File: config.mk
export PLATFORM = sky130hd
export DESIGN_NAME = stream_mux_rr_flat
export DESIGN_NICKNAME = d
export VERILOG_FILES = /design/src/rtl/stream_mux_rr_if.sv /design/src/rtl/stream_mux_rr.sv /design/src/flat_wrapper.sv
export SDC_FILE = /design/constraint.sdc
export NUM_CORES = 1
export LEC_CHECK = 0
export CAP_MARGIN = 40
export CORE_MARGIN = 5
export CORE_UTILIZATION = 65
export CTS_BUF_LIST = sky130_fd_sc_hd__clkbuf_4
export DETAILED_ROUTE_END_ITERATION = 7
export DONT_BUFFER_PORTS = 1
export GPL_ROUTABILITY_DRIVEN = 0
export PLACE_DENSITY_LB_ADDON = 0.08
export SETUP_SLACK_MARGIN = 0.3
export SYNTH_ARGS = -nofsm -noshare
export SYNTH_HDL_FRONTEND = slang
export SYNTH_SLANG_ARGS = --single-unit
export TNS_END_PERCENT = 100
File: constraint.sdc
create_clock -name clk -period 3.7 [get_ports clk]
set_clock_uncertainty 0.15 [all_clocks]
set_input_delay 0.185 -clock clk [delete_from_list [all_inputs] [get_ports clk]]
set_output_delay 0.185 -clock clk [all_outputs]
set_load 0.1 [all_outputs]
File: src/rtl/stream_mux_rr_if.sv
// ---------------------------------------------------------------------------
// stream_mux_rr_if
//
// Bundles the stream-side signals of the stream_mux_rr sample multiplexer:
// the N parallel input channels (flattened data, per-channel valid/ready) and
// the single registered output stream (data, channel tag, valid/ready).
//
// Parameters
//   NUM_CH  number of input channels (>= 2)
//   DATA_W  sample width in bits
//
// Signals
//   in_data    NUM_CH*DATA_W  channel i occupies bits [i*DATA_W +: DATA_W]
//   in_valid   NUM_CH         per-channel sample valid
//   in_ready   NUM_CH         per-channel accept from the mux, one-hot or zero
//   out_data   DATA_W         registered selected sample
//   out_ch     CH_W           channel that produced out_data
//   out_valid  1              out_data/out_ch valid
//   out_ready  1              downstream accept
//
// Modports
//   master  producer/consumer side (drives inputs, observes outputs)
//   slave   the multiplexer itself
// ---------------------------------------------------------------------------
interface stream_mux_rr_if #(
  parameter int NUM_CH = 4,
  parameter int DATA_W = 16
);

  localparam int CH_W = $clog2(NUM_CH);

  logic [NUM_CH*DATA_W-1:0] in_data;
  logic [NUM_CH-1:0]        in_valid;
  logic [NUM_CH-1:0]        in_ready;
  logic [DATA_W-1:0]        out_data;
  logic [CH_W-1:0]          out_ch;
  logic                     out_valid;
  logic                     out_ready;

  modport master (
    output in_data,
    output in_valid,
    output out_ready,
    input  in_ready,
    input  out_data,
    input  out_ch,
    input  out_valid
  );

  modport slave (
    input  in_data,
    input  in_valid,
    input  out_ready,
    output in_ready,
    output out_data,
    output out_ch,
    output out_valid
  );

endinterface

File: src/rtl/stream_mux_rr.sv
// ---------------------------------------------------------------------------
// stream_mux_rr
//
// Registered N-to-1 sample multiplexer for DSP streams. Every cycle one input
// channel may be granted; its sample is captured into the output register
// together with the channel index. Two selection modes:
//   mode = 0  static: the channel named by sel is granted when it is valid
//   mode = 1  round-robin: the first valid channel at or after the rotating
//             pointer is granted, giving every channel a fair share
//
// Ports
//   clk    rising-edge clock
//   rst    synchronous, active-high reset
//   mode   selection mode (0 static, 1 round-robin)
//   sel    channel index used in static mode
//   bus    stream_mux_rr_if.slave: input channels and registered output
//
// The output register refills in the same cycle it drains, so one sample per
// cycle is sustained while out_ready stays high.
// ---------------------------------------------------------------------------
module stream_mux_rr #(
  parameter  int NUM_CH = 4,
  parameter  int DATA_W = 16,
  localparam int CH_W   = $clog2(NUM_CH)
) (
  input  logic            clk,
  input  logic            rst,
  input  logic            mode,
  input  logic [CH_W-1:0] sel,
  stream_mux_rr_if.slave  bus
);

  // Number of index codes representable in CH_W bits; lets a channel index be
  // used to look up a valid bit even when it is beyond the last channel.
  localparam int NUM_SLOTS = 1 << CH_W;

  // Channel count and last channel as CH_W-sized constants so that every
  // index comparison stays unsigned at the index width.
  localparam logic [CH_W:0]   NUM_CH_V = (CH_W + 1)'(NUM_CH);
  localparam logic [CH_W-1:0] LAST_CH  = CH_W'(NUM_CH - 1);

  // Output register and round-robin pointer
  logic [DATA_W-1:0] data_q;
  logic [CH_W-1:0]   ch_q;
  logic              valid_q;
  logic [CH_W-1:0]   ptr;

  // Grant datapath
  logic                 load_en;
  logic [NUM_SLOTS-1:0] valid_pad;
  logic                 static_valid;
  logic                 rr_valid;
  logic [CH_W-1:0]      rr_grant;
  logic [CH_W:0]        idx;
  logic                 grant_valid;
  logic [CH_W-1:0]      grant;
  logic [DATA_W-1:0]    grant_data;
  logic                 transfer;
  logic [CH_W-1:0]      ptr_next;
  logic [NUM_CH-1:0]    ready;

  // The output register can take a new sample when it is empty or when its
  // current sample leaves this cycle.
  assign load_en = !valid_q || bus.out_ready;

  // Zero-extended valid vector: index codes past the last channel read as
  // "not valid", so an out-of-range sel never grants.
  assign valid_pad = NUM_SLOTS'(bus.in_valid);

  assign static_valid = ({1'b0, sel} < NUM_CH_V) && valid_pad[sel];

  // Round-robin search. The scan runs from the farthest offset back to the
  // pointer itself so that the last hit written is the one closest to ptr,
  // i.e. the first valid channel in the order ptr, ptr+1, ..., ptr-1.
  always_comb begin
    rr_valid = 1'b0;
    rr_grant = '0;
    idx      = '0;
    for (int k = NUM_CH - 1; k >= 0; k--) begin
      idx = {1'b0, ptr} + (CH_W + 1)'(k);
      if (idx >= NUM_CH_V) begin
        idx = idx - NUM_CH_V;
      end
      if (valid_pad[idx[CH_W-1:0]]) begin
        rr_valid = 1'b1;
        rr_grant = idx[CH_W-1:0];
      end
    end
  end

  // Mode selects between the two grant sources with no pipelining, so a
  // change of mode or sel affects this very cycle's grant.
  assign grant_valid = mode ? rr_valid : static_valid;
  assign grant       = mode ? rr_grant : sel;

  // No transfer may happen in a reset cycle, so reset also gates the grant.
  assign transfer = !rst && load_en && grant_valid;

  // Sample of the granted channel. Written as a compare-per-channel loop so
  // that no slice is ever taken beyond the end of in_data.
  always_comb begin
    grant_data = '0;
    for (int i = 0; i < NUM_CH; i++) begin
      if (grant == CH_W'(i)) begin
        grant_data = bus.in_data[i*DATA_W +: DATA_W];
      end
    end
  end

  // Per-channel ready: only the granted channel sees ready, and only when the
  // output register can take its sample.
  always_comb begin
    ready = '0;
    for (int i = 0; i < NUM_CH; i++) begin
      ready[i] = transfer && (grant == CH_W'(i));
    end
  end

  assign bus.in_ready = ready;

  // Round-robin pointer moves just past the channel that was served.
  assign ptr_next = (grant == LAST_CH) ? '0 : grant + 1'b1;

  // Output register and pointer. A stalled output (load_en low) freezes
  // everything; an empty grant with load_en high just drops out_valid and
  // leaves the last sample and tag visible.
  always_ff @(posedge clk) begin
    if (rst) begin
      data_q  <= '0;
      ch_q    <= '0;
      valid_q <= 1'b0;
      ptr     <= '0;
    end else if (load_en) begin
      if (grant_valid) begin
        data_q  <= grant_data;
        ch_q    <= grant;
        valid_q <= 1'b1;
        if (mode) begin
          ptr <= ptr_next;
        end
      end else begin
        valid_q <= 1'b0;
      end
    end
  end

  assign bus.out_data  = data_q;
  assign bus.out_ch    = ch_q;
  assign bus.out_valid = valid_q;

endmodule

File: src/flat_wrapper.sv
// flat-port wrapper written by rule: the top's interface ports become plain ports
module stream_mux_rr_flat 
#(
  parameter  int NUM_CH = 4,
  parameter  int DATA_W = 16,
  localparam int CH_W   = $clog2(NUM_CH)
)
  (clk, rst, mode, sel, bus_in_data, bus_in_valid, bus_out_ready, bus_in_ready, bus_out_data, bus_out_ch, bus_out_valid);
  stream_mux_rr_if #(.NUM_CH(NUM_CH), .DATA_W(DATA_W)) bus_i ();
  input  logic clk;
  input  logic rst;
  input  logic mode;
  input  logic [CH_W-1:0] sel;
  input wire logic [$bits(bus_i.in_data)-1:0] bus_in_data;
  input wire logic [$bits(bus_i.in_valid)-1:0] bus_in_valid;
  input wire logic [$bits(bus_i.out_ready)-1:0] bus_out_ready;
  output wire logic [$bits(bus_i.in_ready)-1:0] bus_in_ready;
  output wire logic [$bits(bus_i.out_data)-1:0] bus_out_data;
  output wire logic [$bits(bus_i.out_ch)-1:0] bus_out_ch;
  output wire logic [$bits(bus_i.out_valid)-1:0] bus_out_valid;
  assign bus_i.in_data = bus_in_data;
  assign bus_i.in_valid = bus_in_valid;
  assign bus_i.out_ready = bus_out_ready;
  assign bus_in_ready = bus_i.in_ready;
  assign bus_out_data = bus_i.out_data;
  assign bus_out_ch = bus_i.out_ch;
  assign bus_out_valid = bus_i.out_valid;
  stream_mux_rr #(.NUM_CH(NUM_CH), .DATA_W(DATA_W)) u_core (.clk(clk), .rst(rst), .mode(mode), .sel(sel), .bus(bus_i));
endmodule
==> results.md <==
- The flow ran to the end, and the final reports show no timing, DRC or antenna violations.
- The biggest area consumer among synthesized cells is sky130_fd_sc_hd__dfxtp_1.
- The count of final max-slew check failures is 0.
- The number of buffers and inverters on the critical path is 2.
- The overall power after layout is approximately 0.00095 W.
- When the netlist entered floorplanning its net count stood at 277.
- In this run, synthesis produced a sequential element count of 21.
- The placed wire-length estimate after detailed placement is approximately 3.8 mm.
- The final net count is ~300.
- The wire length of the first global-routing pass is 7.665 mm.
- Counting the buffers created by CTS gives 3.
- During synthesis, Yosys emitted a total of 0 warnings.
- From bottom edge to top edge, the die measures about 59 um.
- Routed signal wires occupy layers up through met4.
- The depth of the worst hold-timing path is 3.
- The average detailed-routed wire length per instance is 20.06 um.
- The sink count of the clock tree is 21.
- The synthesized netlist cell count is 199.
- The synthesized netlist occupies a cell area of 1558 um2.
- The area of the core region is 2255 um2.
- In this run the tool buffered the top-level ports with 0 buffer cells.
- The worst register-to-register path begins at u_core.ptr[1].
- The growth of design area from synthesis to finish is 28.59%.
- In this run the horizontal extent of the chip is slightly below 60 um.
- The initial antenna violation count is 0.
- The family with the most delay on the worst path is compound AO/OA/AOI/OAI gates.
- The number of distinct library cells after synthesis is 41.
- After clock tree synthesis, the clock-pin slew on the worst setup and hold paths is between 0.1 and 0.15 ns.
- For this block, the initial DRC count from the detailed router was 163.
- Global routing finished with a remaining overflow of 0.
- The setup slack on the worst flop-to-flop path is 0.65 ns.
- The launch point of the worst hold path is bus_in_data[60].
- At the worst endpoint, the required time is 3.37 ns.
- The area share of the largest cell type after synthesis is 26.99%.
- After detailed routing, the number of remaining DRC violations is 0.
- TritonCTS built the clock tree.
- Once detail routing completed, the nets flagged for antenna violations numbered 0.
- In this design, the stage delay of the slowest critical-path cell is 0.51 ns.
- At the pin with the least slew margin, the transition time is between 0.8 and 0.9 ns.
- The total of endpoints with negative setup slack in the final report is 0.
- The share of flip-flops with an asynchronous set or reset is 0%.
- The number of inserted diodes is 0.
- The count of pins on the block boundary is 97.
- The effective utilization at floorplan is 69.09%.
- The wire length reported by the detailed router is 4.935 mm.
- The min-delay analysis places its worst path in the category in -> reg.
- The layout cell share with drive strength beyond 1 is 18.81%.
- The power density over the cells is between 400 and 500 nW/um2.
- The number of global-route vias before repair is 1655.
- The full die area is 3476 um2.
- Once placement completed, the tool counted placed cells totaling around 230.
- The final instance area is 2003 um2.
- Traced cell by cell, the critical path runs through a21boi_0 -> a211oi_1 -> o221a_2 -> or2_2 -> ha_2 -> clkinv_2 -> nor2_2 -> buf_4.
- The total negative setup slack is 0 ns.
- After layout, the worst path uses 83.25% of the clock period.
- The maximum clock frequency is 0.3247 GHz.
- The later pin in the worst-skew pair is clocked with a latency of 0.31 ns.
- Along the worst path, the maximum fanout reaches 18.
- In the global route stage, overall resource usage came out at 28.50%.
- The commonest cells after synthesis are sky130_fd_sc_hd__dfxtp_1 (21), sky130_fd_sc_hd__nand2_1 (21), sky130_fd_sc_hd__nor2_1 (21).
- Counting the fill cells in the layout gives 111.
- The count of max-cap constraint violations is 0.
- The relative slew slack is between 40% and 50%.
- STA puts the critical path data arrival time at 2.75 ns.
- The total number of vias is 1696.
- After detailed placement, the total cell area comes to 1882 um2.
- The maximum number of pins on one net before global-route repair is 27.
- The sort of element at the start of the critical path is a register.
- The sort of element at the end of the critical path is a primary output.
- After floorplanning, the core was divided into 17 placement rows.
- The most used flip-flop cell after synthesis is sky130_fd_sc_hd__dfxtp_1.
- The path with the worst hold slack has its endpoint at u_core.bus.out_data[12].
- The post-synthesis area per instance is 7.828 um2.
- Measured in cells, the most critical reg-to-reg path has a length of 10.
- The detailed router put a total of 1.732 mm of wire on met1.
- In this run the number of H-tree levels came out at 1.
- By area the synthesized netlist is led by sky130_fd_sc_hd__dfxtp_1 (27%), sky130_fd_sc_hd__a221oi_1 (8.4%), sky130_fd_sc_hd__o31a_1 (8.4%), sky130_fd_sc_hd__a211oi_1 (7.7%), sky130_fd_sc_hd__a21oi_1 (6.1%).
- The routed design uses approximately 450 um of met3 wire.
- The first detailed-routing pass ran for 5 iterations.
- The shortest clock period the worst path allows after layout is 3.080 ns.
- Before CTS, the worst setup slack after placement is roughly 0.51 ns.
- The setup slack after layout is 0.6199 ns.
- Using the TritonRoute via totals, the vias-per-cell ratio works out to just under 7.
- The tree is rooted in a sky130_fd_sc_hd__clkbuf_4.
- The sequential fraction of the synthesis area is roughly 27%.
- Summed over all cells, the static leakage comes to 0.7722 nW.
- Across the VDD grid, the largest voltage drop is 363.1 uV.
- The number of standard cells in the final layout excluding fillers is 246.
- Setup repair after global routing left no endpoint under its margin.
- The clock passes through at most 2 buffers.
- Counting flops with a built-in enable in the synthesized netlist gives 0.
- The destination of the worst register-to-register timing path is u_core.bus.out_data[6].
- The routed design uses around 2.6 mm of met2 wire.
- On the critical path, the stage with the largest delay is an instance of sky130_fd_sc_hd__dfxtp_1.
- The final hold violation count is 0.
- The category of the critical setup timing path is reg -> out.
==> kinds of logic (layout without fill, tap and decap cells) <==
logic type	Yosys count	after routing	share of synthesized area (%)
AO/OA/AOI/OAI	79	79	38.64
adder cells (fa/ha/maj)	4	4	3.213
buffers and inverters	25	44	7.710
flip-flops	21	21	26.99
multiplexers	2	2	2.409
AND/OR/NAND/NOR	68	68	21.05
==> cells in the final DEF, fill, tap and decap left out, drive strengths merged, types with 2 or more instances in the layout <==
cell and count:
buf 26, nand2 21, dfxtp 21, nor2 21, a21oi 19, a211oi 16
a221oi 15, o31a 15, dlygate4sd3 9, inv 4, nor2b 4, nand3 4
and3 4, ha 4, nand2b 3, clkbuf 3, and2 3, o221a 2
clkinv 2, a2111oi 2, a311oi 2
==> per-stage QoR <==
stage               utilization, %  hold slack (ns)
finish                       88.85         0.008283
global route                 88.85         0.005356
CTS                          88.73        0.0004760
detailed placement           83.46           0.1061
global placement             68.59           0.1077
floorplan                        -           0.2569
==> flip-flops by register name, indices dropped and copies added (netlist names) <==
| name | flops |
|---|---|
| u_core.ptr | 2 |
| u_core.bus.out_valid | 1 |
| u_core.bus.out_ch | 2 |
| u_core.bus.out_data | 16 |
==> power breakdown <==
part / internal [W] / switching [W] / total (W)
sequential: 0.000256 / 0.0000349 / 0.000291
combinational: 0.000193 / 0.000354 / 0.000547
clock: 0.0000404 / 0.0000706 / 0.000111
==> area by class of cell <==
cell class | instances | area (um2) | share of cell area (%)
well taps | 28 | 35.03 | 1.749
multi-input cells | 153 | 1022 | 51.03
inverters | 5 | 20.02 | 0.9994
clock inverters | 1 | 5.005 | 0.2498
clock buffers | 3 | 22.52 | 1.124
repair buffers | 35 | 478.0 | 23.86
flip-flops and latches | 21 | 420.4 | 20.99
==> routing by layer <==
metal | up-vias | track usage (%)
li1 | 793 | -
met1 | 780 | 31.65
met2 | 111 | 52.68
met3 | 12 | 6.360
met4 | 0 | 9.709
met5 | - | 0
==> worst register-to-register path: stages (launching register included) <==
cell	delay (ns)
sky130_fd_sc_hd__dfxtp_1	0.51
sky130_fd_sc_hd__and2_1	0.17
sky130_fd_sc_hd__o21ai_0	0.06
sky130_fd_sc_hd__o311ai_0	0.56
sky130_fd_sc_hd__and2_1	0.24
sky130_fd_sc_hd__ha_1	0.19
sky130_fd_sc_hd__nor2b_1	0.16
sky130_fd_sc_hd__buf_4	0.22
sky130_fd_sc_hd__a221oi_1	0.11
sky130_fd_sc_hd__o31a_1	0.27
sky130_fd_sc_hd__a211oi_1	0.30
==> how the worst max path moves through the flow <==
| stage | endpoint | cells after the start | slack, ns | from |
|---|---|---|---|---|
| after floorplan | bus_in_ready[1] | 9 | 0.42 | u_core.ptr[1] |
| after global placement | bus_in_ready[2] | 8 | 0.66 | u_core.ptr[1] |
| after detailed placement | u_core.bus.out_data[5] | 8 | 0.51 | u_core.ptr[1] |
| after CTS | bus_in_ready[2] | 8 | 0.42 | u_core.ptr[1] |
| after global routing | bus_in_ready[2] | 8 | 0.38 | u_core.ptr[1] |
| final | bus_in_ready[2] | 8 | 0.62 | u_core.ptr[1] |
==> repair_timing <==
action	4_1_cts	5_1_grt
endpoints found under the setup margin	1	1
resized for setup	1	1
endpoints found under the hold margin	20	0
setup buffers	0	0
hold buffers	9	0
No activity file was read; power rests on OpenSTA's default activity.
